### src/rtl/tilelink_n_to_1.sv
// N-master to 1-slave TileLink arbiter: round-robin A merge with burst lock, D steered by source MSBs.
// Optional macro TL_NTO1_DREG_EN inserts a 2-entry skid buffer ahead of D steering.
module tilelink_n_to_1 #(
  parameter int TLM   = 2,
  parameter int TL_AW = 32,
  parameter int TL_RS = 2,
  parameter int TL_DW = 5,
  parameter int TL_SZ = 4,
  localparam int MIDW = $clog2(TLM),
  localparam int SRW  = TL_RS + MIDW,
  localparam int DW   = 2**TL_DW,
  localparam int MW   = DW/8
) (
  input  logic                  tilelink_clock_i,
  input  logic                  tilelink_reset_i,
  input  logic [3*TLM-1:0]      master_a_opcode,
  input  logic [3*TLM-1:0]      master_a_param,
  input  logic [TL_SZ*TLM-1:0]  master_a_size,
  input  logic [TL_RS*TLM-1:0]  master_a_source,
  input  logic [TL_AW*TLM-1:0]  master_a_address,
  input  logic [TLM*MW-1:0]     master_a_mask,
  input  logic [TLM*DW-1:0]     master_a_data,
  input  logic [TLM-1:0]        master_a_corrupt,
  input  logic [TLM-1:0]        master_a_valid,
  output logic [TLM-1:0]        master_a_ready,
  output logic [3*TLM-1:0]      master_d_opcode,
  output logic [2*TLM-1:0]      master_d_param,
  output logic [TL_SZ*TLM-1:0]  master_d_size,
  output logic [TL_RS*TLM-1:0]  master_d_source,
  output logic [TLM-1:0]        master_d_denied,
  output logic [TLM-1:0]        master_d_corrupt,
  output logic [TLM-1:0]        master_d_valid,
  output logic [TLM*DW-1:0]     master_d_data,
  input  logic [TLM-1:0]        master_d_ready,
  output logic [2:0]            slave_a_opcode,
  output logic [2:0]            slave_a_param,
  output logic [TL_SZ-1:0]      slave_a_size,
  output logic [SRW-1:0]        slave_a_source,
  output logic [TL_AW-1:0]      slave_a_address,
  output logic [MW-1:0]         slave_a_mask,
  output logic [DW-1:0]         slave_a_data,
  output logic                  slave_a_corrupt,
  output logic                  slave_a_valid,
  input  logic                  slave_a_ready,
  input  logic [2:0]            slave_d_opcode,
  input  logic [1:0]            slave_d_param,
  input  logic [TL_SZ-1:0]      slave_d_size,
  input  logic [SRW-1:0]        slave_d_source,
  input  logic                  slave_d_denied,
  input  logic                  slave_d_corrupt,
  input  logic                  slave_d_valid,
  input  logic [DW-1:0]         slave_d_data,
  output logic                  slave_d_ready
);
  localparam int CW  = 2**TL_SZ;
  localparam int DPW = 3 + 2 + TL_SZ + SRW + 1 + 1 + DW;

  logic [MIDW-1:0] r_ptr, r_lock_mid, w_gnt, w_nxt;
  logic            r_lock, w_gnt_vld, w_ld, w_hs, w_multi;
  logic [CW-1:0]   r_cnt, w_bm1;
  logic [2:0]      w_op;
  logic [TL_SZ-1:0] w_sz;

  // Lowest offset from the pointer wins, so scan downward and let the last hit stick.
  always_comb begin
    w_gnt_vld = 1'b0;
    w_gnt     = '0;
    if (r_lock) begin
      w_gnt_vld = master_a_valid[r_lock_mid];
      w_gnt     = r_lock_mid;
    end else begin
      for (int k = TLM-1; k >= 0; k--) begin
        if (master_a_valid[(int'(r_ptr) + k) % TLM]) begin
          w_gnt_vld = 1'b1;
          w_gnt     = MIDW'((int'(r_ptr) + k) % TLM);
        end
      end
    end
  end

  assign w_ld    = !slave_a_valid | slave_a_ready;
  assign w_hs    = w_ld & w_gnt_vld;
  assign w_op    = master_a_opcode[w_gnt*3 +: 3];
  assign w_sz    = master_a_size[w_gnt*TL_SZ +: TL_SZ];
  assign w_multi = (w_op == 3'd0 || w_op == 3'd1) && (int'(w_sz) > TL_DW-3);
  assign w_bm1   = (CW'(1) << (int'(w_sz) - (TL_DW-3))) - CW'(1);
  assign w_nxt   = (w_gnt == MIDW'(TLM-1)) ? '0 : w_gnt + 1'b1;

  always_ff @(posedge tilelink_clock_i or posedge tilelink_reset_i) begin
    if (tilelink_reset_i) begin
      slave_a_valid   <= 1'b0;
      slave_a_opcode  <= '0;
      slave_a_param   <= '0;
      slave_a_size    <= '0;
      slave_a_source  <= '0;
      slave_a_address <= '0;
      slave_a_mask    <= '0;
      slave_a_data    <= '0;
      slave_a_corrupt <= 1'b0;
      r_ptr           <= '0;
      r_lock          <= 1'b0;
      r_lock_mid      <= '0;
      r_cnt           <= '0;
    end else begin
      if (w_ld) slave_a_valid <= w_hs;
      if (w_hs) begin
        slave_a_opcode  <= w_op;
        slave_a_param   <= master_a_param[w_gnt*3 +: 3];
        slave_a_size    <= w_sz;
        slave_a_source  <= {w_gnt, master_a_source[w_gnt*TL_RS +: TL_RS]};
        slave_a_address <= master_a_address[w_gnt*TL_AW +: TL_AW];
        slave_a_mask    <= master_a_mask[w_gnt*MW +: MW];
        slave_a_data    <= master_a_data[w_gnt*DW +: DW];
        slave_a_corrupt <= master_a_corrupt[w_gnt];
        if (r_lock) begin
          r_cnt <= r_cnt - 1'b1;
          if (r_cnt == CW'(1)) begin
            r_lock <= 1'b0;
            r_ptr  <= w_nxt;
          end
        end else if (w_multi) begin
          r_lock     <= 1'b1;
          r_lock_mid <= w_gnt;
          r_cnt      <= w_bm1;
        end else begin
          r_ptr <= w_nxt;
        end
      end
    end
  end

  logic [DPW-1:0]  w_din, w_dpl;
  logic            w_dv, w_dacc;
  logic [2:0]      w_dop;
  logic [1:0]      w_dpa;
  logic [TL_SZ-1:0] w_dsz;
  logic [SRW-1:0]  w_dsrc;
  logic            w_dden, w_dcor;
  logic [DW-1:0]   w_ddat;
  logic [MIDW-1:0] w_didx;

  assign w_din = {slave_d_opcode, slave_d_param, slave_d_size, slave_d_source,
                  slave_d_denied, slave_d_corrupt, slave_d_data};

`ifdef TL_NTO1_DREG_EN
  logic [DPW-1:0] r_dq [2];
  logic [1:0]     r_dcnt;
  logic           r_dwp, r_drp, w_push, w_pop;

  assign w_push        = slave_d_valid & (r_dcnt != 2'd2);
  assign w_pop         = w_dv & w_dacc;
  assign w_dv          = (r_dcnt != 2'd0);
  assign w_dpl         = r_dq[r_drp];
  assign slave_d_ready = (r_dcnt != 2'd2);

  always_ff @(posedge tilelink_clock_i or posedge tilelink_reset_i) begin
    if (tilelink_reset_i) begin
      r_dcnt <= '0;
      r_dwp  <= 1'b0;
      r_drp  <= 1'b0;
    end else begin
      if (w_push) r_dwp <= ~r_dwp;
      if (w_pop)  r_drp <= ~r_drp;
      r_dcnt <= r_dcnt + {1'b0, w_push} - {1'b0, w_pop};
    end
  end

  always_ff @(posedge tilelink_clock_i) begin
    if (w_push) r_dq[r_dwp] <= w_din;
  end
`else
  assign w_dv          = slave_d_valid;
  assign w_dpl         = w_din;
  assign slave_d_ready = w_dacc;
`endif

  assign {w_dop, w_dpa, w_dsz, w_dsrc, w_dden, w_dcor, w_ddat} = w_dpl;
  assign w_didx = w_dsrc[SRW-1:TL_RS];

  // Indices with no master behind them are sunk so a stray response cannot stall D.
  always_comb begin
    w_dacc = 1'b1;
    for (int i = 0; i < TLM; i++)
      if (w_didx == MIDW'(i)) w_dacc = master_d_ready[i];
  end

  for (genvar i = 0; i < TLM; i++) begin : g_m
    assign master_a_ready[i]              = w_ld & w_gnt_vld & (w_gnt == MIDW'(i)) & !tilelink_reset_i;
    assign master_d_valid[i]              = w_dv & (w_didx == MIDW'(i));
    assign master_d_opcode[i*3 +: 3]      = w_dop;
    assign master_d_param[i*2 +: 2]       = w_dpa;
    assign master_d_size[i*TL_SZ +: TL_SZ] = w_dsz;
    assign master_d_source[i*TL_RS +: TL_RS] = w_dsrc[TL_RS-1:0];
    assign master_d_denied[i]             = w_dden;
    assign master_d_corrupt[i]            = w_dcor;
    assign master_d_data[i*DW +: DW]      = w_ddat;
  end
endmodule

### config.mk
export PLATFORM = sky130hd
export DESIGN_NAME = tilelink_n_to_1
export DESIGN_NICKNAME = d
export VERILOG_FILES = /design/src/rtl/tilelink_n_to_1.sv
export SDC_FILE = /design/constraint.sdc
export NUM_CORES = 1
export LEC_CHECK = 0
export CAP_MARGIN = 40
export CORE_AREA = 4 4 153 155
export DETAILED_ROUTE_END_ITERATION = 8
export DIE_AREA = 0 0 157 159
export PLACE_DENSITY_LB_ADDON = 0.3
export SYNTH_ARGS = -nofsm -noshare
export SYNTH_HDL_FRONTEND = slang
export SYNTH_SLANG_ARGS = --single-unit
### constraint.sdc
create_clock -name tilelink_clock_i -period 3.9 [get_ports tilelink_clock_i]
set_clock_uncertainty 0.2 [all_clocks]
set_input_delay 0.78 -clock tilelink_clock_i [delete_from_list [all_inputs] [get_ports tilelink_clock_i]]
set_output_delay 0.78 -clock tilelink_clock_i [all_outputs]
set_load 0.01 [all_outputs]
==> impl_metrics.py <==
metrics = {
    "status": {
        "status": "completed",
    },
    "timing": {
        "final_max_slew_viol_count": 0,
        "setup_viol_count_final": 0,
        "max_slew_margin_pct": 47.0,
        "period_needed_ps": 3830,
        "period_share_pct": 98.1,
        "tightest_slew_ps": 795,
        "worst_slack_ps": 74.6,
        "fmax_mhz": 261,
        "rsz0062_at_grt": "true",
        "hold_viol": 0,
        "hold_ws_ps": 308,
    },
    "worst_setup_path": {
        "cpPeakStageDelay_ps": 540,
        "cp.arrival_ps": 2850,
        "crit_type": "in -> out",
        "path_cells": "clkdlybuf4s50_1 -> nand2b_2 -> o21ai_4 -> clkbuf_8 -> and3_1 -> clkdlybuf4s50_1",
        "cp_common_cell": "clkdlybuf4s50_1",
        "crit_slowest_cell": "clkdlybuf4s50_1",
        "path_max_fanout": 39,
        "crit_path_end_kind": "primary output",
        "worst_ep_required_time_ps": 2920,
        "start_kind": "input port",
    },
    "placed_design": {
        "gp_congestion": 0.868,
        "dp_hpwl_um": 14400,
        "place_ws_ps": -410,
        "io_buffers": 258,
    },
    "cells_and_area": {
        "post_route_cells_drive_above_1_share_pct": 9.56,
        "fillCellCount": 2186,
        "syn_to_final_growth_pct": 45.0,
        "fin_util_pct": 41.0,
        "diodes": 0,
        "nNetsFinal": 1066,
    },
    "clocking": {
        "cts_tree": "built",
        "clockBufferDepth": 2,
        "htree_levels": 3,
        "path_clk_slew_ps": 80,
        "insertion_delay_ps": 350,
        "cts_hold_buf": 0,
        "numClockSinks": 102,
        "root_buffer": "clkbuf_16",
        "cts_buffers": 9,
    },
    "die": {
        "rows": 54,
        "initial_core_util_pct": 28.3,
        "dieArea_sq_um": 25000,
        "ios": 394,
        "die_x_um": 157,
        "die_h_um": 159,
        "core_sq_um": 21800,
    },
    "pwr": {
        "power_density_nw_per_um2": 705,
        "p_leak_nw": 3.54,
        "max-vdd-ir-drop_v": 0.000341,
        "p_total_w": 0.00631,
    },
    "synthesis": {
        "synth.distinct_cells": 61,
        "synth_fp_nets": 885,
        "async_flop_share_pct": 100,
        "syn_inst": 661,
        "syn_area_per_cell_sq_um": 9.34,
        "synth-edff-count": 0,
        "ys.flop_type": "dfrtp_1",
        "synth_seq_cells": 102,
        "syn_area_sq_um": 6170,
        "yosysWarnings": 0,
        "yosysSeqAreaShare_pct": 41.4,
    },
    "global_route": {
        "grt_start_max_net_pins": 174,
        "grt_overflow": 0,
        "grt_usage_pct": 14.6,
        "grt_pass1_vias": 5186,
        "antenna_found_initial": 0,
        "grt_pass1_wl_um": 28600,
    },
    "route": {
        "avgViaCountPerCell": 4.64,
        "drt_iter0_drc": 269,
        "drc": 0,
        "drt-pass1-iter-count": 4,
        "postRouteAntennaNets": 0,
        "drt_wl_total_um": 18900,
        "vias": 5227,
        "wl_per_cell_um": 16.8,
    },
    "run": {
        "cap_viol_max_count": 0,
    },
    "min_path": {
        "hp-class": "reg -> reg",
    },
}
==> logic make-up after synthesis <==
group / share of synthesized area [%]
xor gates and xnor gates: 0.426
muxes: 14.9
adders and majority gates: 1.62
buffers and inverters: 14.4
and+or+nand+nor: 12.7
DFF: 41.4
AOI/OAI and AO/OA: 14.7
==> layout by cell type (no fill, tap or decap), types with 8 or more instances in the layout <==
cell               n
mux2i_1           84
inv_1              9
o21ai_0           13
nand2_1           27
nor2_1            93
clkbuf_16          9
clkdlybuf4s50_1  258
a21oi_1           92
nor3_1             8
buf_4             38
dfrtp_1          102
==> timing repair <==
action	CTS	global route
gates resized for setup	2	7
endpoints found under the setup margin	2	7
pin swaps	1	4
setup buffers	1	1
==> sequential cells by signal, summed over array words and instances (netlist names) <==
| signal | count |
|---|---|
| r_cnt | 16 |
| r_lock | 1 |
| r_lock_mid | 1 |
| r_ptr | 1 |
| slave_a_address | 32 |
| slave_a_corrupt | 1 |
| slave_a_data | 32 |
| slave_a_mask | 4 |
| slave_a_opcode | 3 |
| slave_a_param | 3 |
| slave_a_size | 4 |
| slave_a_source | 3 |
| slave_a_valid | 1 |
==> worst paths after layout <==
check / start / to / slack (ps) / depth (start not counted)
max in group asynchronous: tilelink_reset_i / slave_a_corrupt / 1490 / 4
min in group asynchronous: tilelink_reset_i / slave_a_address[23] / 770 / 3
min reg2reg: slave_a_source[2] / slave_a_source[2] / 310 / 1
max: master_a_valid[1] / master_a_ready[1] / 70 / 6
min: slave_a_source[2] / slave_a_source[2] / 310 / 1
max reg2reg: r_lock / r_cnt[12] / 410 / 15
==> cells in the mapped netlist (5+ instances only) <==
| library cell | n | area, sq um |
|---|---|---|
| nor3_1 | 9 | 45.0 |
| nand3_1 | 5 | 25.0 |
| mux2i_1 | 86 | 861 |
| buf_4 | 92 | 691 |
| clkbuf_1 | 14 | 52.6 |
| nand2_1 | 28 | 105 |
| buf_1 | 6 | 22.5 |
| inv_1 | 10 | 37.5 |
| ha_1 | 8 | 100 |
| o21ai_0 | 13 | 65.1 |
| buf_2 | 17 | 85.1 |
| nor2_1 | 93 | 349 |
| nor4_1 | 5 | 31.3 |
| mux2_2 | 5 | 56.3 |
| a21oi_1 | 92 | 460 |
| dfrtp_1 | 102 | 2550 |
==> critical path: cells and delay by family <==
kind / cells / cell delay (ps)
buf+inv: 3 / 1460
simple gates: 2 / 300
compound gates: 1 / 280
==> metal layers <==
layer | up-vias | part of all wire [%] | GRT usage, %
li1 | 2580 | - | -
met1 | 2387 | 40 | 17.4
met3 | 45 | 9.6 | 4.68
met4 | 0 | 2.6 | 5.76
met2 | 215 | 48 | 24.3
met5 | - | 0 | 0
==> metrics by stage <==
| step | cells | TNS (ps) | cell area, sq um |
|---|---|---|---|
| finish | 1127 | 0 | 8940 |
| CTS | 1126 | 0 | 8900 |
| detailed placement | 1109 | -2200 | 8610 |
| floorplan | 661 | 0 | 6210 |
| global placement | 1109 | -1470 | 8610 |
| global route | 1127 | -90.3 | 8940 |
==> power by group <==
| group | total, W | internal, W | leakage, nW | switching (W) |
|---|---|---|---|---|
| registers | 0.00188 | 0.00156 | 1.14 | 0.000323 |
| clock network | 0.000890 | 0.000446 | 0.140 | 0.000444 |
| logic | 0.00353 | 0.00182 | 2.26 | 0.00171 |
==> area by class of cell <==
class	count	area, sq um	area share (%)
inverters	10	41.3	0.462
clock buffers	10	229	2.56
flip-flops and latches	102	2550	28.5
multi-input cells	420	2810	31.4
clock inverters	6	51.3	0.574
well taps	280	350	3.92
repair buffers	299	2910	32.6
No activity file was read; power rests on OpenSTA's default activity.
